**src/rtl/sprite_pkg.sv**
```systemverilog
// Shared constants, descriptor field positions and FSM encoding for the sprite line fetcher.
package sprite_pkg;

  localparam int SIZE_X       = 10;
  localparam int SIZE_Y       = 9;
  localparam int SIZE_ADDRESS = 17;
  localparam int SPRITE_DIM   = 20;
  localparam int NUM_SPRITES  = 288;
  localparam int ADDRESS_BG   = 115200;

  localparam int IDX_HI = 26;
  localparam int IDX_LO = 18;
  localparam int X_HI   = 17;
  localparam int X_LO   = 9;
  localparam int Y_HI   = 8;
  localparam int Y_LO   = 0;

  typedef enum logic [1:0] {
    IDLE  = 2'b00,
    CALC  = 2'b01,
    FETCH = 2'b10,
    DONE  = 2'b11
  } state_t;

endpackage

```
**src/rtl/sprite_line_fetch_if.sv**
```systemverilog
// Request/descriptor side and memory-read side of the sprite line fetcher.
interface sprite_line_fetch_if;
  import sprite_pkg::*;

  logic                    sprite_on;
  logic [31:0]             sprite_datas;
  logic [SIZE_X-1:0]       pixel_x;
  logic [SIZE_Y-1:0]       pixel_y;
  logic [SIZE_ADDRESS-1:0] memory_address;
  logic                    addr_valid;
  logic                    count_finished;
  logic                    fetch_error;

  modport master (
    output sprite_on, sprite_datas, pixel_x, pixel_y,
    input  memory_address, addr_valid, count_finished, fetch_error
  );

  modport slave (
    input  sprite_on, sprite_datas, pixel_x, pixel_y,
    output memory_address, addr_valid, count_finished, fetch_error
  );

endinterface

```
**src/rtl/sprite_addr_calc.sv**
```systemverilog
// Combinational sprite-memory base address: index*400 + row*20 + col, shift-add only.
module sprite_addr_calc
  import sprite_pkg::*;
(
  input  logic [8:0]              index,
  input  logic [8:0]              row,
  input  logic [8:0]              col,
  output logic [SIZE_ADDRESS-1:0] base
);

  logic [SIZE_ADDRESS-1:0] idx_w;
  logic [SIZE_ADDRESS-1:0] row_w;
  logic [SIZE_ADDRESS-1:0] col_w;

  always_comb begin
    idx_w = SIZE_ADDRESS'(index);
    row_w = SIZE_ADDRESS'(row);
    col_w = SIZE_ADDRESS'(col);
    // 400 = 256+128+16, 20 = 16+4
    base  = (idx_w << 8) + (idx_w << 7) + (idx_w << 4)
          + (row_w << 4) + (row_w << 2) + col_w;
  end

endmodule

```
**src/rtl/sprite_line_fetch.sv**
```systemverilog
// Turns a sprite descriptor into a back-to-back burst of sprite-memory addresses for one screen line,
// falling back to the background word on a miss, then holds count_finished until the request drops.
module sprite_line_fetch
  import sprite_pkg::*;
(
  input  logic               clk,
  input  logic               reset,
  sprite_line_fetch_if.slave bus
);

  state_t                  state, state_nxt;
  logic [8:0]              idx_q, row_q, col_q;
  logic [SIZE_ADDRESS-1:0] cur_addr;
  logic [4:0]              rem_q;
  logic [SIZE_ADDRESS-1:0] base;
  logic                    miss;

  logic [SIZE_ADDRESS-1:0] addr_q, addr_nxt;
  logic                    vld_q, vld_nxt;
  logic                    fin_q, fin_nxt;
  logic                    err_q, err_nxt;

  logic unused_bits;
  assign unused_bits = ^{bus.sprite_datas[31:IDX_HI+1], bus.pixel_x[SIZE_X-1:9]};

  sprite_addr_calc u_addr_calc (
    .index (idx_q),
    .row   (row_q),
    .col   (col_q),
    .base  (base)
  );

  // Unsigned compares: a negative row/col wraps high and counts as a miss.
  assign miss = (idx_q >= 9'(NUM_SPRITES)) || (row_q >= 9'(SPRITE_DIM)) || (col_q >= 9'(SPRITE_DIM));

  always_ff @(posedge clk) begin
    if (!reset) state <= IDLE;
    else        state <= state_nxt;
  end

  always_comb begin
    state_nxt = state;
    case (state)
      IDLE:    if (bus.sprite_on) state_nxt = CALC;
      CALC:    state_nxt = miss ? DONE : FETCH;
      FETCH: begin
        if (!bus.sprite_on)    state_nxt = IDLE;
        else if (rem_q == 5'd1) state_nxt = DONE;
      end
      DONE:    if (!bus.sprite_on) state_nxt = IDLE;
      default: state_nxt = IDLE;
    endcase
  end

  always_comb begin
    addr_nxt = addr_q;
    vld_nxt  = 1'b0;
    fin_nxt  = 1'b0;
    err_nxt  = 1'b0;
    case (state)
      CALC: if (miss) begin
        addr_nxt = SIZE_ADDRESS'(ADDRESS_BG);
        vld_nxt  = 1'b1;
        err_nxt  = 1'b1;
      end
      FETCH: if (bus.sprite_on) begin
        addr_nxt = cur_addr;
        vld_nxt  = 1'b1;
      end
      DONE:    fin_nxt = bus.sprite_on;
      default: ;
    endcase
  end

  always_ff @(posedge clk) begin
    if (!reset) begin
      idx_q    <= '0;
      row_q    <= '0;
      col_q    <= '0;
      cur_addr <= '0;
      rem_q    <= '0;
      addr_q   <= '0;
      vld_q    <= 1'b0;
      fin_q    <= 1'b0;
      err_q    <= 1'b0;
    end else begin
      addr_q <= addr_nxt;
      vld_q  <= vld_nxt;
      fin_q  <= fin_nxt;
      err_q  <= err_nxt;
      case (state)
        IDLE: if (bus.sprite_on) begin
          idx_q <= bus.sprite_datas[IDX_HI:IDX_LO];
          row_q <= bus.pixel_y - bus.sprite_datas[Y_HI:Y_LO];
          col_q <= bus.pixel_x[8:0] - bus.sprite_datas[X_HI:X_LO];
        end
        CALC: begin
          cur_addr <= base;
          rem_q    <= 5'(SPRITE_DIM) - col_q[4:0];
        end
        FETCH: if (bus.sprite_on) begin
          cur_addr <= cur_addr + 1'b1;
          rem_q    <= rem_q - 5'd1;
        end
        default: ;
      endcase
    end
  end

  assign bus.memory_address = addr_q;
  assign bus.addr_valid     = vld_q;
  assign bus.count_finished = fin_q;
  assign bus.fetch_error    = err_q;

endmodule

```
**src/flat_wrapper.sv**
```systemverilog
// flat-port wrapper written by rule: the top's interface ports become plain ports
module sprite_line_fetch_flat import sprite_pkg::*;
  (clk, reset, bus_sprite_on, bus_sprite_datas, bus_pixel_x, bus_pixel_y, bus_memory_address, bus_addr_valid, bus_count_finished, bus_fetch_error);
  sprite_line_fetch_if bus_i ();
  input  logic clk;
  input  logic reset;
  input wire logic [$bits(bus_i.sprite_on)-1:0] bus_sprite_on;
  input wire logic [$bits(bus_i.sprite_datas)-1:0] bus_sprite_datas;
  input wire logic [$bits(bus_i.pixel_x)-1:0] bus_pixel_x;
  input wire logic [$bits(bus_i.pixel_y)-1:0] bus_pixel_y;
  output wire logic [$bits(bus_i.memory_address)-1:0] bus_memory_address;
  output wire logic [$bits(bus_i.addr_valid)-1:0] bus_addr_valid;
  output wire logic [$bits(bus_i.count_finished)-1:0] bus_count_finished;
  output wire logic [$bits(bus_i.fetch_error)-1:0] bus_fetch_error;
  assign bus_i.sprite_on = bus_sprite_on;
  assign bus_i.sprite_datas = bus_sprite_datas;
  assign bus_i.pixel_x = bus_pixel_x;
  assign bus_i.pixel_y = bus_pixel_y;
  assign bus_memory_address = bus_i.memory_address;
  assign bus_addr_valid = bus_i.addr_valid;
  assign bus_count_finished = bus_i.count_finished;
  assign bus_fetch_error = bus_i.fetch_error;
  sprite_line_fetch u_core (.clk(clk), .reset(reset), .bus(bus_i));
endmodule
```
**config.mk**
```make
export PLATFORM = sky130hd
export DESIGN_NAME = sprite_line_fetch_flat
export DESIGN_NICKNAME = d
export VERILOG_FILES = /design/src/rtl/sprite_pkg.sv /design/src/rtl/sprite_line_fetch_if.sv /design/src/rtl/sprite_addr_calc.sv /design/src/rtl/sprite_line_fetch.sv /design/src/flat_wrapper.sv
export SDC_FILE = /design/constraint.sdc
export NUM_CORES = 1
export LEC_CHECK = 0
export ABC_CLOCK_PERIOD_IN_PS = 3700
export BUFFER_PORTS_ARGS = -buffer_cell sky130_fd_sc_hd__buf_4
export CAP_MARGIN = 30
export CORE_UTILIZATION = 50
export CTS_BUF_LIST = sky130_fd_sc_hd__clkbuf_8
export DETAILED_ROUTE_END_ITERATION = 8
export PLACE_DENSITY = 0.74
export SYNTH_ARGS = -nofsm -noshare
export SYNTH_HDL_FRONTEND = slang
export SYNTH_SLANG_ARGS = --single-unit
```
**constraint.sdc**
```tcl
create_clock -name clk -period 3.7 [get_ports clk]
set_input_delay 0.555 -clock clk [delete_from_list [all_inputs] [get_ports clk]]
set_output_delay 0.555 -clock clk [all_outputs]
set_load 0.005 [all_outputs]
```
* Word-level counts from Yosys, hierarchy flattened
Cells that the tools add are included.
** Cells by class
- Reductions and logical operators :: 10
- Add/subtract/negate cells :: 10
- Equality and inequality tests :: 9
- Muxes and demuxes :: 16
- Magnitude comparators :: 3
** Operators with widths (count)
- $pmux W17 S2 :: 2
- $mux W17 :: 3
- $add A17 B13 Y17 :: 2
- $ge A9 B5 Y1 const B :: 2
- $sub A9 B9 Y9 :: 2
- $add A17 B1 Y17 const B :: 1
- $add A17 B11 Y17 :: 1
- $add A17 B16 Y17 :: 1
- $add A17 B9 Y17 :: 1
- $pmux W5 S2 :: 1
- $ge A9 B9 Y1 const B :: 1
- $mux W2 :: 4
- $pmux W2 S4 :: 1
- $reduce_and A2 Y1 :: 4
- $ne A2 B2 Y1 const B :: 3
- $reduce_and A3 Y1 :: 2
- $eq A5 B1 Y1 const B :: 1
- $mux W5 :: 1
- $sub A5 B1 Y5 const B :: 1
- $sub A5 B5 Y5 const A :: 1
- $eq A2 B2 Y1 const B :: 2
- $mux W1 :: 3
- $ne A3 B2 Y1 const B :: 1
- $eq A2 B1 Y1 const B :: 1
- 5 further kinds :: 6
** Storage, ports and cells
- Bits of input ports :: 54
- Output and inout port bits :: 20
- Logic and storage cells :: 58
- Register bits :: 71

* Longest topological paths before layout
Gate-level depths: netlist of run 1.
- Depth in word-level cells :: 6
- Depth in mapped cells :: 14
- Gate-level depth less buffers :: 14

* Hierarchy
Synthesis of run 1 repeated with hierarchy kept, for this count alone.
** Unflattened totals
- Cells, all modules :: 632
- Area, all modules :: 5275.1 um^2
** Modules (own cells, without submodules)
- sprite_line_fetch :: cells an instance 485, times used 1, sequential area each 1421.4 um^2, area an instance 3915.0 um^2
- sprite_addr_calc :: cells an instance 147, times used 1, sequential area each 0.0 um^2, area an instance 1360.1 um^2

* Least setup slack after synthesis of run 1
Ideal clock, no wire load.
- Path type :: register to register
- From :: register u_core.col_q[5]
- To :: register u_core.cur_addr[11]
- Path slack :: 291 ps
- Buffers on the path :: 0
- Cell stages (with the launch flop) :: 13
- Period minus slack after synthesis :: 3409 ps
- Data required time :: 3588 ps
- Arrival :: 3297 ps
- Library setup time :: 112 ps
- Cell sequence :: dfxtp_1 inv_1 fa_1 inv_1 fa_1 ha_1 ha_1 fa_1 a211oi_1 o21bai_1 a21oi_1 xor2_1 a2111oi_1
** Between the ends
- Longest elaborated chain between the ends :: 2
** Ends and longest elaborated chain
- start: declaration :: line sprite_line_fetch.sv:12 : logic [8:0] idx_q, row_q, col_q;
- start signal: assignment :: line sprite_line_fetch.sv:95 : col_q <= bus.pixel_x[8:0] - bus.sprite_datas[X_HI:X_LO];
- $add A17 B9 Y17 :: line sprite_addr_calc.sv:21 : + (row_w << 4) + (row_w << 2) + col_w;
- $pmux W17 S2 :: line sprite_line_fetch.sv:91 : case (state)
- end signal: assignment :: line sprite_line_fetch.sv:98 : cur_addr <= base;
- end signal: assignment :: line sprite_line_fetch.sv:102 : cur_addr <= cur_addr + 1'b1;
- end: declaration :: line sprite_line_fetch.sv:13 : logic [SIZE_ADDRESS-1:0] cur_addr;
No other way between the ends.
A chain may end at the register's enable or synchronous reset.

* Worst setup path in the final report of run 1
- From :: register u_core.col_q[5]
- To :: register u_core.cur_addr[9]
The elaborated chain is that of the path after synthesis.

==> flow_summary.toml, run 1 <==
[status]
status = "completed"

[final_layout]
fin_nets = 868
drive_above_1_share = 0.161
ff_latch_area_sq_um = 1420
multi_input_area_sq_um = 3540
antenna_cells = 0
layout_common_cells = "inv_1 (87), buf_4 (77), nand2_1 (73)"
nFillCells = 938
final_common_cell = "inv_1"
area_delta_synth_final_pct = 16.6
fin_cells = 868

[drt]
drc = 0
final_antenna_net_count = 0
routedWlPerCell_um = 13.3
drtIter0Drc = 133
vias = 4622
via_per_inst = 5.32
routed_wl_um = 11600
drtPass1Iterations = 4

[pwr]
p_int_w = 0.00171
p_seq_frac = 0.347
leakage_nw = 2.84
power.share.clock = 0.225
switching_share = 0.394
p_comb_frac = 0.429
p_sw_w = 0.00111
powerDensity_nw_per_um2 = 450
ir_worst_vdd_v = 0.000219

[setup_path]
arrival_ns = 3.75
crit_required_ns = 3.94
cp-start-kind = "flop"
crit_path_end_kind = "flop"
path_max_fanout = 3
crit_type = "reg2reg"

[clocking]
insertion_delay_ns = 0.37
clk_path_buf_depth = 2
clock_sinks = 71
clk_pin_slew_ns = 0.08
cts_tree = "built"
cts_setup_buffers = 0
h-tree-depth = 3
cts_buffers = 9
root_buffer = "clkbuf_8"

[synthesis]
synthArstFlopShare = 0
ys_ff_latch = 71
synth-edff-count = 0
synthAdderAreaFrac = 0.239
synthCells = 663
synth.area.mux_share = 0.00840
synthSimpleGateAreaFrac = 0.183
synth-xor-area-share = 0.0441
seq_area_frac_synth = 0.265
synth_area_sq_um = 5370
synth_top_family_by_area = "adder cells"
syn_nets = 804
synth-warning-count = 0
ys_types = 58
syn_area_per_cell_sq_um = 8.09
synth_compound_area_frac = 0.177
synth-main-ff-cell = "dfxtp_1"

[sta]
slew_viol_final = 0
timing.final.crit_period_ns = 3.50
relSlewSlack = 0.470
tightest_slew_ns = 0.795
finalSetupTns_ns = 0
fmax_ghz = 0.285
grt_setup_unrepaired = "true"
setup_viol = 0
finalHoldViolCount = 0
fin_crit_sh = 0.947
clock_skew_ns = 0.0133

[placed_design]
post-dp-hpwl_um = 9010
dp_cells = 852
port_buffers = 67
gp_congestion = 0.832

[global_route]
grt_max_degree = 28
grt_pass1_vias = 4452
grt_overflow_total = 0
grt_usage = 0.222
antenna_found_initial = 0
grt_pass1_wl_um = 19900

[floorplan]
dieArea_sq_um = 11100
dieWidth_um = 106
core_area_sq_um = 10400
io_pins = 74
dieHeight_um = 106
num_rows = 37
start_util = 0.517

[job]
maxCapViolCount = 0

[worst_hold_path]
hold_path.class = "in2reg"
[layer usage]
metal / GRT usage / share of wire / vias to the layer above
met2: 0.388 / 0.49 / 116
met1: 0.269 / 0.44 / 2128
met5: 0 / 0 / -
li1: - / - / 2367
met3: 0.0408 / 0.052 / 11
met4: 0.0893 / 0.018 / 0
[cells in the mapped netlist (4+ instances only)]
| library cell | instances | area (sq um) |
|---|---|---|
| buf_2 | 5 | 25.0 |
| clkinv_1 | 6 | 22.5 |
| xnor2_1 | 15 | 131 |
| a211oi_1 | 12 | 90.1 |
| and3_1 | 4 | 25.0 |
| o22ai_1 | 5 | 31.3 |
| a21o_1 | 4 | 30.0 |
| nand4_1 | 4 | 25.0 |
| nand2b_1 | 8 | 50.1 |
| o21ai_1 | 4 | 20.0 |
| xor2_1 | 12 | 105 |
| nor2b_1 | 10 | 62.6 |
| a21oi_1 | 62 | 310 |
| ha_1 | 61 | 763 |
| clkbuf_1 | 13 | 48.8 |
| dfxtp_1 | 71 | 1420 |
| o211ai_1 | 4 | 30.0 |
| o221ai_1 | 6 | 52.6 |
| nor3_1 | 7 | 35.0 |
| o21ai_0 | 48 | 240 |
| buf_1 | 4 | 15.0 |
| nand3_1 | 28 | 140 |
| nand2_1 | 73 | 274 |
| inv_1 | 86 | 323 |
| fa_1 | 26 | 521 |
| nor2_1 | 41 | 154 |
[critical path, cell delays in order, from the launching register on]
cell and delay [ns]:
dfxtp_1 0.33, inv_1 0.08, fa_1 0.54, inv_1 0.05
fa_1 0.45, ha_1 0.32, ha_2 0.22, fa_2 0.36
buf_4 0.15, a21o_1 0.16, a21oi_1 0.17, xor2_1 0.20
o22ai_1 0.11, a22oi_1 0.18, nor2_1 0.06
[cells by family (layout without fill, tap and decap cells)]
logic type / after synthesis / after routing
XOR/XNOR: 27 / 27
adder cells (fa/ha/maj): 87 / 87
AND/OR/NAND/NOR: 197 / 197
AO/OA/AOI/OAI: 161 / 161
multiplexers: 4 / 4
flip-flops: 71 / 71
buffers and inverters: 116 / 185
[registers in the layout, summed over array words and instances (netlist names)]
signal	count
u_core.cur_addr	17
u_core.rem_q	5
u_core.bus.addr_valid	1
u_core.row_q	9
u_core.state	2
u_core.idx_q	9
u_core.bus.count_finished	1
u_core.bus.fetch_error	1
u_core.col_q	9
u_core.bus.memory_address	17
[metrics by stage]
| stage | util | power (W) | hold WS, ns | instance area [sq um] | setup WS [ns] |
|---|---|---|---|---|---|
| 2_1_floorplan | - | 0.00183 | 0.441 | 5370 | 0.291 |
| 3_3_place_gp | 0.580 | 0.00210 | 0.440 | 6010 | 0.0907 |
| 3_5_place_dp | 0.580 | 0.00214 | 0.448 | 6010 | -0.0178 |
| 4_1_cts | 0.599 | 0.00279 | 0.421 | 6210 | 0.0649 |
| 5_1_grt | 0.603 | 0.00306 | 0.426 | 6260 | -0.00306 |
| 6_report | 0.603 | 0.00281 | 0.430 | 6260 | 0.196 |
[what timing repair did]
| action | CTS | global route |
|---|---|---|
| hold buffers | 0 | 0 |
| gates cloned | 0 | 0 |
| pin swaps | 0 | 2 |
| setup endpoints to repair | 1 | 7 |
| resized for setup | 1 | 13 |
[power by group through the flow]
stage	sequential, W	combinational [W]	clock, W
detailed placement	0.000991	0.00115	0
CTS	0.000973	0.00117	0.000648
finish	0.000976	0.00121	0.000633
global route	0.000992	0.00138	0.000682
global placement	0.000986	0.00112	0
floorplan	0.000966	0.000868	0
[cell type report]
cell class / instances / area share
Clock inverter: 6 / 0.00960
Inverter: 92 / 0.0552
Multi-Input combinational cell: 476 / 0.566
Tap cell: 136 / 0.0272
Sequential cell: 71 / 0.227
Clock buffer: 10 / 0.0220
Timing Repair Buffer: 77 / 0.0924
[path summary, 6_finish.rpt]
path                                                    from                                          to  slack, ns  cells past startpoint
hold reg to reg   u_core.bus.memory_address[11]$_SDFFE_PN0P_  u_core.bus.memory_address[11]$_SDFFE_PN0P_       0.46                      2
hold / removal                          bus_sprite_datas[22]                u_core.idx_q[4]$_SDFFE_PN0P_       0.43                      3
setup reg to reg                u_core.col_q[5]$_SDFFE_PN0P_             u_core.cur_addr[9]$_SDFFE_PN0P_       0.20                     14
setup / recovery                u_core.col_q[5]$_SDFFE_PN0P_             u_core.cur_addr[9]$_SDFFE_PN0P_       0.20                     14
Power figures use the tool's default switching activity.
==> inputs of run 2 (changes only) <==
--- a/config.mk
+++ b/config.mk
@@ -12,6 +12,7 @@
 export CTS_BUF_LIST = sky130_fd_sc_hd__clkbuf_8
 export DETAILED_ROUTE_END_ITERATION = 8
 export PLACE_DENSITY = 0.74
+export REMOVE_ABC_BUFFERS = 1
 export SYNTH_ARGS = -nofsm -noshare
 export SYNTH_HDL_FRONTEND = slang
 export SYNTH_SLANG_ARGS = --single-unit
==> flow_summary.toml, run 2 (same netlist as run 1, synthesis figures left out) <==
[status]
status = "completed"

[clocking]
h-tree-depth = 3
insertion_delay_ns = 0.35
root_buffer = "clkbuf_8"
cts_setup_buffers = 0
clk_pin_slew_ns = 0.08
clock_sinks = 71
cts_tree = "built"
clk_path_buf_depth = 2
cts_buffers = 9

[floorplan]
start_util = 0.517
dieHeight_um = 106
num_rows = 37
core_area_sq_um = 10400
io_pins = 74
dieWidth_um = 106
dieArea_sq_um = 11100

[drt]
drtIter0Drc = 154
drtPass1Iterations = 5
final_antenna_net_count = 0
drc = 0
routed_wl_um = 11600
via_per_inst = 5.33
vias = 4628
routedWlPerCell_um = 13.3

[sta]
relSlewSlack = 0.450
timing.final.crit_period_ns = 3.55
finalHoldViolCount = 0
fmax_ghz = 0.282
slew_viol_final = 0
clock_skew_ns = 0.00539
grt_setup_unrepaired = "false"
setup_viol = 0
tightest_slew_ns = 0.826
fin_crit_sh = 0.958
setup_ws_ns = 0.154
finalSetupTns_ns = 0

[final_layout]
layout_common_cells = "inv_1 (86), buf_4 (79), nand2_1 (73)"
drive_above_1_share = 0.154
antenna_cells = 0
fin_nets = 870
area_delta_synth_final_pct = 16.7
fin_area_sq_um = 6260
final_common_cell = "inv_1"

[setup_path]
path_max_fanout = 3
crit_type = "reg2reg"
arrival_ns = 3.78
crit_path_end_kind = "flop"
cp-start-kind = "flop"
crit_required_ns = 3.93

[placed_design]
gp_congestion = 0.848
port_buffers = 67
pre_cts_ws_ns = 0.0856
dpl-instance-area_sq_um = 6020
post-dp-hpwl_um = 8870

[pwr]
p_sw_w = 0.00109
switching_share = 0.381
p_int_w = 0.00177
power.share.clock = 0.243
powerDensity_nw_per_um2 = 457
ir_worst_vdd_v = 0.000247
p_seq_frac = 0.342
leakage_nw = 2.85
p_comb_frac = 0.415

[global_route]
grt_pass1_wl_um = 19600
grt_max_degree = 29
antenna_found_initial = 0
grt_usage = 0.217
grt_pass1_vias = 4417
grt_overflow_total = 0

[worst_hold_path]
hold_path.class = "in2reg"

[job]
maxCapViolCount = 0
run 2: changes by cell type in the layout (fill, tap and decap cells not counted), sizes merged:
cell,change
buf,+2
bufinv,+1
inv,-1
clkinv,-1
run 2: final cells by class:
| type | count | area (sq um) |
|---|---|---|
| fillers | 952 | 4110 |
| multi-input cells | 476 | 3510 |
| flip-flops and latches | 71 | 1420 |
| repair buffers | 79 | 593 |
| inverters | 92 | 345 |
| well taps | 136 | 170 |
| clock buffers | 10 | 138 |
| clock inverters | 5 | 81.3 |
run 2: timing repair:
item,CTS,global route
resized for setup,0,5
endpoints found under the setup margin,0,6
hold buffers,0,0
run 2: worst paths after layout:
path	start	to	slack (ns)	cells after the start
setup / recovery	u_core.col_q[5]$_SDFFE_PN0P_	u_core.cur_addr[9]$_SDFFE_PN0P_	0.15	14
hold / removal	bus_sprite_datas[24]	u_core.idx_q[6]$_SDFFE_PN0P_	0.45	3
setup reg to reg	u_core.col_q[5]$_SDFFE_PN0P_	u_core.cur_addr[9]$_SDFFE_PN0P_	0.15	14
hold reg to reg	u_core.bus.memory_address[0]$_SDFFE_PN0P_	u_core.bus.memory_address[0]$_SDFFE_PN0P_	0.45	2
run 2: power by group through the flow:
| stage | sequential, W | clock, W | combinational [W] |
|---|---|---|---|
| 2_1_floorplan | 0.000966 | 0 | 0.000843 |
| 3_3_place_gp | 0.000984 | 0 | 0.00111 |
| 3_5_place_dp | 0.000989 | 0 | 0.00115 |
| 4_1_cts | 0.000973 | 0.000700 | 0.00117 |
| 5_1_grt | 0.000990 | 0.000734 | 0.00136 |
| 6_report | 0.000977 | 0.000694 | 0.00119 |
run 2: critical path, cell delays in order, from the launching register on:
cell and delay, ns:
dfxtp_1 0.33, inv_1 0.08, fa_1 0.53, inv_1 0.05
fa_1 0.45, ha_1 0.31, ha_2 0.21, fa_1 0.39
buf_4 0.15, a21o_1 0.17, a21oi_1 0.19, xor2_1 0.23
o22ai_1 0.11, a22oi_1 0.19, nor2_1 0.05
run 2: metrics by stage:
step           hold slack (ns)  cells  utilization  power, W
5_1_grt                  0.455    869        0.604   0.00308
2_1_floorplan            0.441    639            -   0.00181
4_1_cts                  0.445    869        0.602   0.00284
6_report                 0.445    869        0.604   0.00286
3_3_place_gp             0.440    854        0.581   0.00210
3_5_place_dp             0.447    854        0.581   0.00213
run 2: routing by layer:
metal | share of wire | global-route usage
met1 | 0.45 | 0.261
met2 | 0.49 | 0.391
met3 | 0.038 | 0.0216
met4 | 0.023 | 0.0952
met5 | 0 | 0
==> inputs of run 3 (changes only) <==
--- a/config.mk
+++ b/config.mk
@@ -5,13 +5,14 @@
 export SDC_FILE = /design/constraint.sdc
 export NUM_CORES = 1
 export LEC_CHECK = 0
+export ABC_AREA = 1
 export ABC_CLOCK_PERIOD_IN_PS = 3700
 export BUFFER_PORTS_ARGS = -buffer_cell sky130_fd_sc_hd__buf_4
 export CAP_MARGIN = 30
 export CORE_UTILIZATION = 50
 export CTS_BUF_LIST = sky130_fd_sc_hd__clkbuf_8
 export DETAILED_ROUTE_END_ITERATION = 8
-export PLACE_DENSITY = 0.74
+export PLACE_DENSITY = 0.73
 export REMOVE_ABC_BUFFERS = 1
 export SYNTH_ARGS = -nofsm -noshare
 export SYNTH_HDL_FRONTEND = slang
==> flow_summary.toml, run 3 <==
[status]
status = "completed"

[synthesis]
synth-main-ff-cell = "dfxtp_1"
yosysTopAreaCell = "dfxtp_1"
synthCells = 846
seq_area_frac_synth = 0.241
syn_area_per_cell_sq_um = 6.96
synth-edff-count = 0
synth_top_area_frac = 0.241
yosys-top-cells-area = "dfxtp_1 (24%), ha_1 (13%), inv_1 (10%)"
synthArstFlopShare = 0
synthTopCellsByCount = "inv_1 (160), nand2_1 (153), a21oi_1 (75)"
yosysMostFrequentCell = "inv_1"
synth-warning-count = 0
synth_area_sq_um = 5890
ys_ff_latch = 71
ys_types = 39

[sta]
slew_viol_final = 0
clock_skew_ns = 0.0102
setup_ws_ns = 0.298
fmax_ghz = 0.294
setup_viol = 0
tightest_slew_ns = 0.882
grt_setup_unrepaired = "false"
holdWs_ns = 0.461
relSlewSlack = 0.410
fin_crit_sh = 0.919
finalSetupTns_ns = 0
finalHoldViolCount = 0
timing.final.crit_period_ns = 3.40

[placed_design]
gp_congestion = 0.845
post-dp-hpwl_um = 9200
dpl-instance-area_sq_um = 6440
pre_cts_ws_ns = 0.197
port_buffers = 67

[clocking]
root_buffer = "clkbuf_8"
cts_tree = "built"
clk_path_buf_depth = 2
cts_buffers = 9
cts_setup_buffers = 0
clk_pin_slew_ns = 0.08
clock_sinks = 71
insertion_delay_ns = 0.36
h-tree-depth = 3

[floorplan]
dieWidth_um = 111
core_area_sq_um = 11500
start_util = 0.513
dieHeight_um = 111
dieArea_sq_um = 12200
io_pins = 74
num_rows = 39

[worst_hold_path]
hold_path.class = "in2reg"

[global_route]
grt_pass1_vias = 4924
grt_overflow_total = 0
grt_usage = 0.209
grt_pass1_wl_um = 21500
antenna_found_initial = 0
grt_max_degree = 65

[setup_path]
cp_cell_sequence = "inv_1, fa_1, inv_1, fa_1, inv_1, fa_1, inv_1, ha_2, a21oi_1, o21ai_0, nand2_1, nand3_1, nand2_1, nand3_1, a21oi_1"
path_max_fanout = 5
slowest_stage = "fa_1"
slowest_delay_ns = 0.54
crit_path_end_kind = "flop"
crit_buf_inv = 4
crit_path_frequent_cell = "inv_1"
cp-start-kind = "flop"
crit_required_ns = 3.99
crit_type = "reg2reg"
cp_top_family = "adder cells"
arrival_ns = 3.69

[drt]
top_layer = "met4"
vias = 5301
met3_length_um = 291
drtIter0Drc = 211
routedWlPerCell_um = 11.7
met2WireLength_um = 5890
via_per_inst = 5.06
drt-met1-wl_um = 5950
final_antenna_net_count = 0
drc = 0
drtPass1Iterations = 5
routed_wl_um = 12300

[final_layout]
final_common_cell = "inv_1"
fin_util = 0.577
multi_input_area_sq_um = 3690
nFillCells = 1117
antenna_cells = 0
layout_common_cells = "inv_1 (161), nand2_1 (153), a21oi_1 (75)"
ff_latch_area_sq_um = 1420
fin_area_sq_um = 6620
fin_nets = 1041
area_delta_synth_final_pct = 12.4
drive_above_1_share = 0.122

[pwr]
ir_worst_vdd_v = 0.000350
leakage_nw = 3.45
powerDensity_nw_per_um2 = 824

[job]
maxCapViolCount = 0
==> run 3: cell types whose count changed after synthesis, moves of 13 or more <==
cell / delta
nand2_1: +80
inv_1: +74
nand3_1: +39
nor2_1: +22
a21oi_1: +13
xnor2_1: -13
==> run 3: where the power goes <==
part | switching [W] | total (W) | internal [W]
sequential | 0.000211 | 0.00123 | 0.00102
combinational | 0.00224 | 0.00365 | 0.00141
clock | 0.000315 | 0.000573 | 0.000258
total | 0.00277 | 0.00546 | 0.00269
==> run 3: per-layer routing <==
metal	global-route usage	vias up
met2	0.369	75
li1	-	2832
met3	0.0280	11
met5	0	-
met1	0.265	2383
met4	0.0622	0
==> run 3: path summary, 6_finish.rpt <==
kind	startpoint	endpoint	slack [ns]	cells past startpoint
hold reg to reg	u_core.bus.memory_address[9]$_SDFFE_PN0P_	u_core.bus.memory_address[9]$_SDFFE_PN0P_	0.48	2
setup reg to reg	u_core.row_q[6]$_SDFFE_PN0P_	u_core.cur_addr[15]$_SDFFE_PN0P_	0.30	15
hold / removal	bus_sprite_datas[26]	u_core.idx_q[8]$_SDFFE_PN0P_	0.46	3
setup / recovery	u_core.row_q[6]$_SDFFE_PN0P_	u_core.cur_addr[15]$_SDFFE_PN0P_	0.30	15
==> run 3: repair_timing <==
| action | CTS | global route |
|---|---|---|
| hold buffers | 0 | 0 |
| setup endpoints to repair | 0 | 1 |
| gates resized for setup | 0 | 3 |
==> run 3: layout make-up <==
type / instances / share of cell area
Tap cell: 143 / 0.0270
Clock inverter: 6 / 0.00529
Clock buffer: 10 / 0.0208
Sequential cell: 71 / 0.215
Timing Repair Buffer: 71 / 0.0805
Inverter: 165 / 0.0940
Multi-Input combinational cell: 582 / 0.557
==> run 3: per-stage QoR <==
| stage | power [W] | std cells |
|---|---|---|
| 2_1_floorplan | 0.00399 | 818 |
| 3_3_place_gp | 0.00483 | 1032 |
| 3_5_place_dp | 0.00491 | 1032 |
| 4_1_cts | 0.00549 | 1048 |
| 5_1_grt | 0.00614 | 1048 |
| 6_report | 0.00546 | 1048 |
==> run 3: kinds of logic (layout without fill, tap and decap cells) <==
logic type | after synthesis | in the layout | synth area share
AO/OA/AOI/OAI | 159 | 159 | 0.149
XOR/XNOR | 15 | 15 | 0.0223
adder cells (fa/ha/maj) | 87 | 87 | 0.218
buffers and inverters | 193 | 252 | 0.132
flip-flops | 71 | 71 | 0.241
AND/OR/NAND/NOR | 321 | 321 | 0.237
==> run 3: tightest hold or removal path, delay by kind of cell <==
kind	cells	cell delay [ns]
AO/OA/AOI/OAI	1	0.07
AND/OR/NAND/NOR	1	0.08
buffers and inverters	1	0.07
